File: src/rtl/regfile_rename_mp_pkg.sv
// Shared defaults and index-width helper for the register file / rename table.
package regfile_rename_mp_pkg;

  localparam int XLEN_DEF        = 32;
  localparam int NUM_REGS_DEF    = 32;
  localparam int ROB_WIDTH_DEF   = 4;
  localparam int READ_PORTS_DEF  = 2;
  localparam int COMMIT_WAYS_DEF = 2;

  // Width of an index into n entries, never narrower than one bit.
  function automatic int idx_w(input int n);
    return (n > 1) ? $clog2(n) : 1;
  endfunction

endpackage

File: src/rtl/regfile_bypass_sel.sv
// One read port: architectural lookup result merged with a same-cycle commit bypass.
module regfile_bypass_sel #(
  parameter int XLEN        = 32,
  parameter int REG_W       = 5,
  parameter int ROB_WIDTH   = 4,
  parameter int COMMIT_WAYS = 2
) (
  input  logic [REG_W-1:0]                   rd_id,
  input  logic                               reg_busy,
  input  logic [ROB_WIDTH-1:0]               reg_tag,
  input  logic [XLEN-1:0]                    reg_val,
  input  logic [COMMIT_WAYS-1:0]             cm_valid,
  input  logic [COMMIT_WAYS*REG_W-1:0]       cm_rd,
  input  logic [COMMIT_WAYS*ROB_WIDTH-1:0]   cm_tag,
  input  logic [COMMIT_WAYS*XLEN-1:0]        cm_val,
  output logic                               busy,
  output logic [ROB_WIDTH-1:0]               tag,
  output logic [XLEN-1:0]                    val
);

  logic hit;

  always_comb begin
    hit  = 1'b0;
    busy = reg_busy;
    tag  = reg_tag;
    val  = reg_val;
    // Ascending scan so the youngest matching way is the last to write val.
    for (int w = 0; w < COMMIT_WAYS; w++) begin
      if (reg_busy && cm_valid[w] &&
          (cm_rd[w*REG_W +: REG_W] == rd_id) &&
          (cm_tag[w*ROB_WIDTH +: ROB_WIDTH] == reg_tag)) begin
        hit = 1'b1;
        val = cm_val[w*XLEN +: XLEN];
      end
    end
    if (hit) begin
      busy = 1'b0;
    end
    if (rd_id == '0) begin
      busy = 1'b0;
      tag  = '0;
      val  = '0;
    end
  end

endmodule

File: src/rtl/regfile_rename_mp.sv
// Architectural register file plus busy/tag rename table with multi-port reads,
// multi-way commit and flush.
module regfile_rename_mp
  import regfile_rename_mp_pkg::*;
#(
  parameter int XLEN        = XLEN_DEF,
  parameter int NUM_REGS    = NUM_REGS_DEF,
  parameter int ROB_WIDTH   = ROB_WIDTH_DEF,
  parameter int READ_PORTS  = READ_PORTS_DEF,
  parameter int COMMIT_WAYS = COMMIT_WAYS_DEF,
  parameter int REG_W       = idx_w(NUM_REGS)
) (
  input  logic                               clk_in,
  input  logic                               rst_in,
  input  logic                               rdy_in,
  input  logic                               clr_in,
  input  logic                               issue_valid,
  input  logic [REG_W-1:0]                   issue_rd,
  input  logic [ROB_WIDTH-1:0]               issue_tag,
  input  logic [READ_PORTS*REG_W-1:0]        rd_id,
  output logic [READ_PORTS-1:0]              rd_busy,
  output logic [READ_PORTS*ROB_WIDTH-1:0]    rd_tag,
  output logic [READ_PORTS*XLEN-1:0]         rd_val,
  input  logic [COMMIT_WAYS-1:0]             cm_valid,
  input  logic [COMMIT_WAYS*REG_W-1:0]       cm_rd,
  input  logic [COMMIT_WAYS*ROB_WIDTH-1:0]   cm_tag,
  input  logic [COMMIT_WAYS*XLEN-1:0]        cm_val
);

  logic [XLEN-1:0]      val_q [NUM_REGS];
  logic [ROB_WIDTH-1:0] tag_q [NUM_REGS];
  logic [NUM_REGS-1:0]  busy_q;

  logic [XLEN-1:0]      val_d [NUM_REGS];
  logic [ROB_WIDTH-1:0] tag_d [NUM_REGS];
  logic [NUM_REGS-1:0]  busy_d;

  for (genvar p = 0; p < READ_PORTS; p++) begin : g_port
    logic [REG_W-1:0] r;
    assign r = rd_id[p*REG_W +: REG_W];

    regfile_bypass_sel #(
      .XLEN        (XLEN),
      .REG_W       (REG_W),
      .ROB_WIDTH   (ROB_WIDTH),
      .COMMIT_WAYS (COMMIT_WAYS)
    ) u_sel (
      .rd_id    (r),
      .reg_busy (busy_q[r]),
      .reg_tag  (tag_q[r]),
      .reg_val  (val_q[r]),
      .cm_valid (cm_valid),
      .cm_rd    (cm_rd),
      .cm_tag   (cm_tag),
      .cm_val   (cm_val),
      .busy     (rd_busy[p]),
      .tag      (rd_tag[p*ROB_WIDTH +: ROB_WIDTH]),
      .val      (rd_val[p*XLEN +: XLEN])
    );
  end

  // Commits first (higher way overwrites), then flush or issue layered on top.
  always_comb begin
    val_d  = val_q;
    tag_d  = tag_q;
    busy_d = busy_q;
    for (int w = 0; w < COMMIT_WAYS; w++) begin
      if (cm_valid[w] && (cm_rd[w*REG_W +: REG_W] != '0)) begin
        val_d[cm_rd[w*REG_W +: REG_W]] = cm_val[w*XLEN +: XLEN];
        if (tag_q[cm_rd[w*REG_W +: REG_W]] == cm_tag[w*ROB_WIDTH +: ROB_WIDTH]) begin
          busy_d[cm_rd[w*REG_W +: REG_W]] = 1'b0;
        end
      end
    end
    if (clr_in) begin
      busy_d = '0;
    end else if (issue_valid && (issue_rd != '0)) begin
      busy_d[issue_rd] = 1'b1;
      tag_d[issue_rd]  = issue_tag;
    end
  end

  always_ff @(posedge clk_in) begin
    if (!rst_in) begin
      busy_q <= '0;
      for (int i = 0; i < NUM_REGS; i++) begin
        val_q[i] <= '0;
        tag_q[i] <= '0;
      end
    end else if (rdy_in) begin
      busy_q <= busy_d;
      val_q  <= val_d;
      tag_q  <= tag_d;
    end
  end

endmodule

File: config.mk
export PLATFORM = sky130hd
export DESIGN_NAME = regfile_rename_mp
export DESIGN_NICKNAME = d
export VERILOG_FILES = /design/src/rtl/regfile_rename_mp_pkg.sv /design/src/rtl/regfile_bypass_sel.sv /design/src/rtl/regfile_rename_mp.sv
export SDC_FILE = /design/constraint.sdc
export NUM_CORES = 2
export LEC_CHECK = 0
export BUFFER_PORTS_ARGS = -buffer_cell sky130_fd_sc_hd__buf_2
export CAP_MARGIN = 20
export CORE_MARGIN = 2
export CORE_UTILIZATION = 30
export DETAILED_ROUTE_END_ITERATION = 8
export GPL_ROUTABILITY_DRIVEN = 0
export PLACE_DENSITY = 0.56
export REMOVE_ABC_BUFFERS = 1
export SLEW_MARGIN = 40
export SYNTH_ARGS = -nofsm -noshare
export SYNTH_HDL_FRONTEND = slang
export SYNTH_SLANG_ARGS = --single-unit
export TNS_END_PERCENT = 50
File: constraint.sdc
create_clock -name clk_in -period 4.8 [get_ports clk_in]
set_input_delay 0.48 -clock clk_in [delete_from_list [all_inputs] [get_ports clk_in]]
set_output_delay 0.48 -clock clk_in [all_outputs]
set_load 0.01 [all_outputs]
==> summary.txt <==
Critical path
  – CP Capture Type: output pin
  – Worst-case reg-to-reg path depth: 8
  – CP Depth: 12
  – WS Path Type: reg -> out
  – Max incr delay on CP: 560 ps
  – CP Max Fanout: 10
  – Buf+Inv Stages, Crit Path: 3
  – Family with the most delay on the worst path: simple AND/OR/NAND/NOR gates
  – Req. time, crit path: 4320 ps
  – Most common cell on crit path: buf_4
  – Critical path's slowest cell: or2_2
  – CP Cell Sequence: mux2i_1, a22oi_1, a21oi_1, nor4_1, buf_4, xnor2_1, nand4_1, or2_2, buf_4, o21a_1, a22o_1, buf_2
  – Startpoint types: flip-flop
  – CP arrival: 4230 ps

Placed design
  – Pre-CTS WS: 363 ps
  – Post-DP Area: 75300 um2
  – Dpl hpwl: 202000 um
  – IO buf count: 181

Clock network
  – Max clock buf depth: 3
  – CTS tree: built
  – Clock sink total: 1184
  – H-tree levels: 4
  – Post-CTS setup buffers: 0
  – CTS buffer count: 137
  – Clk slew on worst S/H paths: 60 ps
  – Clk Latency, worst-skew pair: 810 ps
  – Clk root buf: clkbuf_16

Status
  – Violated checks: DRC
  – Status: finished, violations left

Floorplanning
  – Die area: 241000 um2
  – Starting Density: 0.302
  – Row cnt: 178
  – I/O pin cnt: 182
  – Chip width: 491 um
  – Core area: 235000 um2
  – Overall die height: 491 um

Pwr
  – Peak supply drop: 260 uV
  – P per Cell Area: 294 nW/um2
  – Pleak: 28.4 nW

Timing
  – Setup ws final: 90.6 ps
  – Pins Over Slew Limit: 0
  – Hold Fails Final Rpt: 0
  – Slew HR: 0.316
  – Unrepaired setup endpoints after global routing: false
  – Skew final: 12.6 ps
  – Final setup viols: 0
  – Least-Margin Pin Slew: 1030 ps
  – Post-route setup TNS: 0 ps
  – Post-layout minimum cycle time: 4710 ps
  – FMAX: 212 MHz
  – Tcrit/Tclk final: 0.981

Logic synthesis
  – Post-synth EDFFs: 0
  – FF+latch count, synth: 1184
  – Mapped Cells: 7540
  – Sequential cell area fraction in the yosys report: 0.333
  – Synth warnings: 0
  – Prevailing post-synth register cell: dfxtp_1
  – Mean post-synth cell area: 9.43 um2
  – Synthesized area: 71100 um2
  – Cell variety after synth: 54
  – FFs w/ async S/R, synth: 0

Routing
  – Routed Antenna Nets: 0
  – Detailed Routing Iterations Pass 1: 9
  – DRT iter0 DRCs: 12900
  – Drt via density: 6.83
  – Via count: 70900
  – Total wire length: 357000 um
  – Wire length per cell: 34.4 um
  – Drt drc: 2

Layout
  – Finished Cell Area: 80200 um2
  – Reg area: 23700 um2
  – Most common cell after layout, fill and taps aside: dfxtp_1
  – Combined area of the multi-input logic cells: 44100 um2
  – Nets: 7211
  – Area Overhead vs Synth: 12.7%
  – Commonest non-fill, non-tap cells in the layout: 1184 x dfxtp_1, 1069 x o21ai_0, 861 x a21oi_1, 750 x mux4_2, 618 x o22ai_1
  – FILL cells: 23700
  – Post-Route Utilization: 0.341
  – Share of post-route cells with drive strength above 1: 0.217

Job
  – Max cap viols: 0

Hold path
  – HP Class: in -> reg
  – WHS Path Cells: 4

GRT
  – Largest net degree at the start of global routing: 236
  – Congestion Overflow GR: 0
  – Initial antenna violation count: 38
  – Global-route wire length before repair: 501000 um
  – GRT Total Usage: 0.282
  – Vias in the first global route: 66800
area by class of cell:
| type | count | area share |
|---|---|---|
| timing repair buffer | 433 | 0.0461 |
| multi-input combinational | 5330 | 0.550 |
| clock inverter | 45 | 0.00766 |
| clock buffer | 195 | 0.0497 |
| inverter | 17 | 0.000905 |
| sequential | 1184 | 0.296 |
| tap | 3150 | 0.0492 |
| antenna | 24 | 0.000749 |
path summary, 6_finish.rpt:
check | start | end | slack, ps
max | tag_q[7]$_SDFFE_PN0P_ | rd_val[62] | 90
min reg2reg | busy_q[0]$_SDFFE_PN0P_ | busy_q[0]$_SDFFE_PN0P_ | 460
min | cm_valid[0] | busy_q[4]$_SDFFE_PN0P_ | 170
max reg2reg | tag_q[7]$_SDFFE_PN0P_ | busy_q[5]$_SDFFE_PN0P_ | 1910
Yosys cell counts, types with 3 or more instances:
cell type	number	share of area
and3_1	6	0.00053
nor4_1	13	0.0011
mux4_2	750	0.24
and3b_1	4	0.00049
mux2i_1	338	0.048
nand3b_1	3	0.00032
nor2b_1	49	0.0043
buf_1	122	0.0064
a211oi_1	26	0.0027
o21ai_0	1069	0.075
or2_2	7	0.00062
buf_6	7	0.0011
nor2_1	300	0.016
mux2_2	34	0.0054
o211ai_1	6	0.00063
o2111ai_1	31	0.0038
nor3b_1	6	0.00063
nand2_1	466	0.025
nor3_1	16	0.0011
a22oi_1	64	0.0068
nand4_1	13	0.0011
a31oi_1	3	0.00026
a22o_1	35	0.0043
or3_1	209	0.018
xnor2_1	25	0.0031
clkbuf_1	842	0.044
o211a_1	52	0.0073
and2_1	45	0.0040
a311oi_1	91	0.011
o22ai_1	618	0.054
inv_1	17	0.00090
xor2_1	19	0.0023
o21a_1	33	0.0035
nand3_1	34	0.0024
buf_2	28	0.0020
nand4b_1	4	0.00049
nand2b_1	11	0.00097
o21ai_1	50	0.0035
a21oi_1	887	0.062
buf_4	10	0.0011
dfxtp_1	1184	0.33
worst reg2reg max path, stage by stage (launching register included):
cell	delay [ps]
dfxtp_1	370
mux4_2	500
mux4_2	520
mux2i_1	330
xor2_1	220
nand4_1	130
buf_4	260
o2111ai_1	350
nand2_1	80
kinds of logic after synthesis:
kind of cell / Yosys count / share of synthesized area
flip-flops: 1184 / 0.333
XOR/XNOR: 44 / 0.00542
multiplexers: 1123 / 0.291
AO/OA/AOI/OAI: 2970 / 0.237
buffers and inverters: 1026 / 0.0559
AND/OR/NAND/NOR: 1193 / 0.0780
report_power, final:
part	switching, mW	internal, mW
registers	0.0914	9.95
logic	1.82	0.798
clock network	4.85	6.03
total	6.76	16.8
per-stage QoR:
stage / cells / hold slack, ps / power, mW
3_3_place_gp: 10100 / 450 / 12.7
4_1_cts: 10300 / 113 / 23.4
5_1_grt: 10400 / 164 / 24.0
2_1_floorplan: 6531 / 421 / 11.1
3_5_place_dp: 10100 / 451 / 12.7
6_report: 10400 / 167 / 23.5
per-layer routing:
| metal | GRT usage | part of all wire | vias up |
|---|---|---|---|
| met5 | 0 | 0.00047 | - |
| met4 | 0.165 | 0.065 | 26 |
| met3 | 0.121 | 0.16 | 1382 |
| met2 | 0.399 | 0.41 | 6414 |
| met1 | 0.356 | 0.36 | 34900 |
| li1 | - | - | 28100 |
sequential cells by signal (all words and copies together) (netlist names):
signal,count
val_q,1024
tag_q,128
busy_q,32
timing repair:
action	4_1_cts	5_1_grt
hold endpoints to repair	6	0
gates resized for setup	0	1
setup endpoints to repair	0	11
hold buffers	2	0
Power figures use the tool's default switching activity.
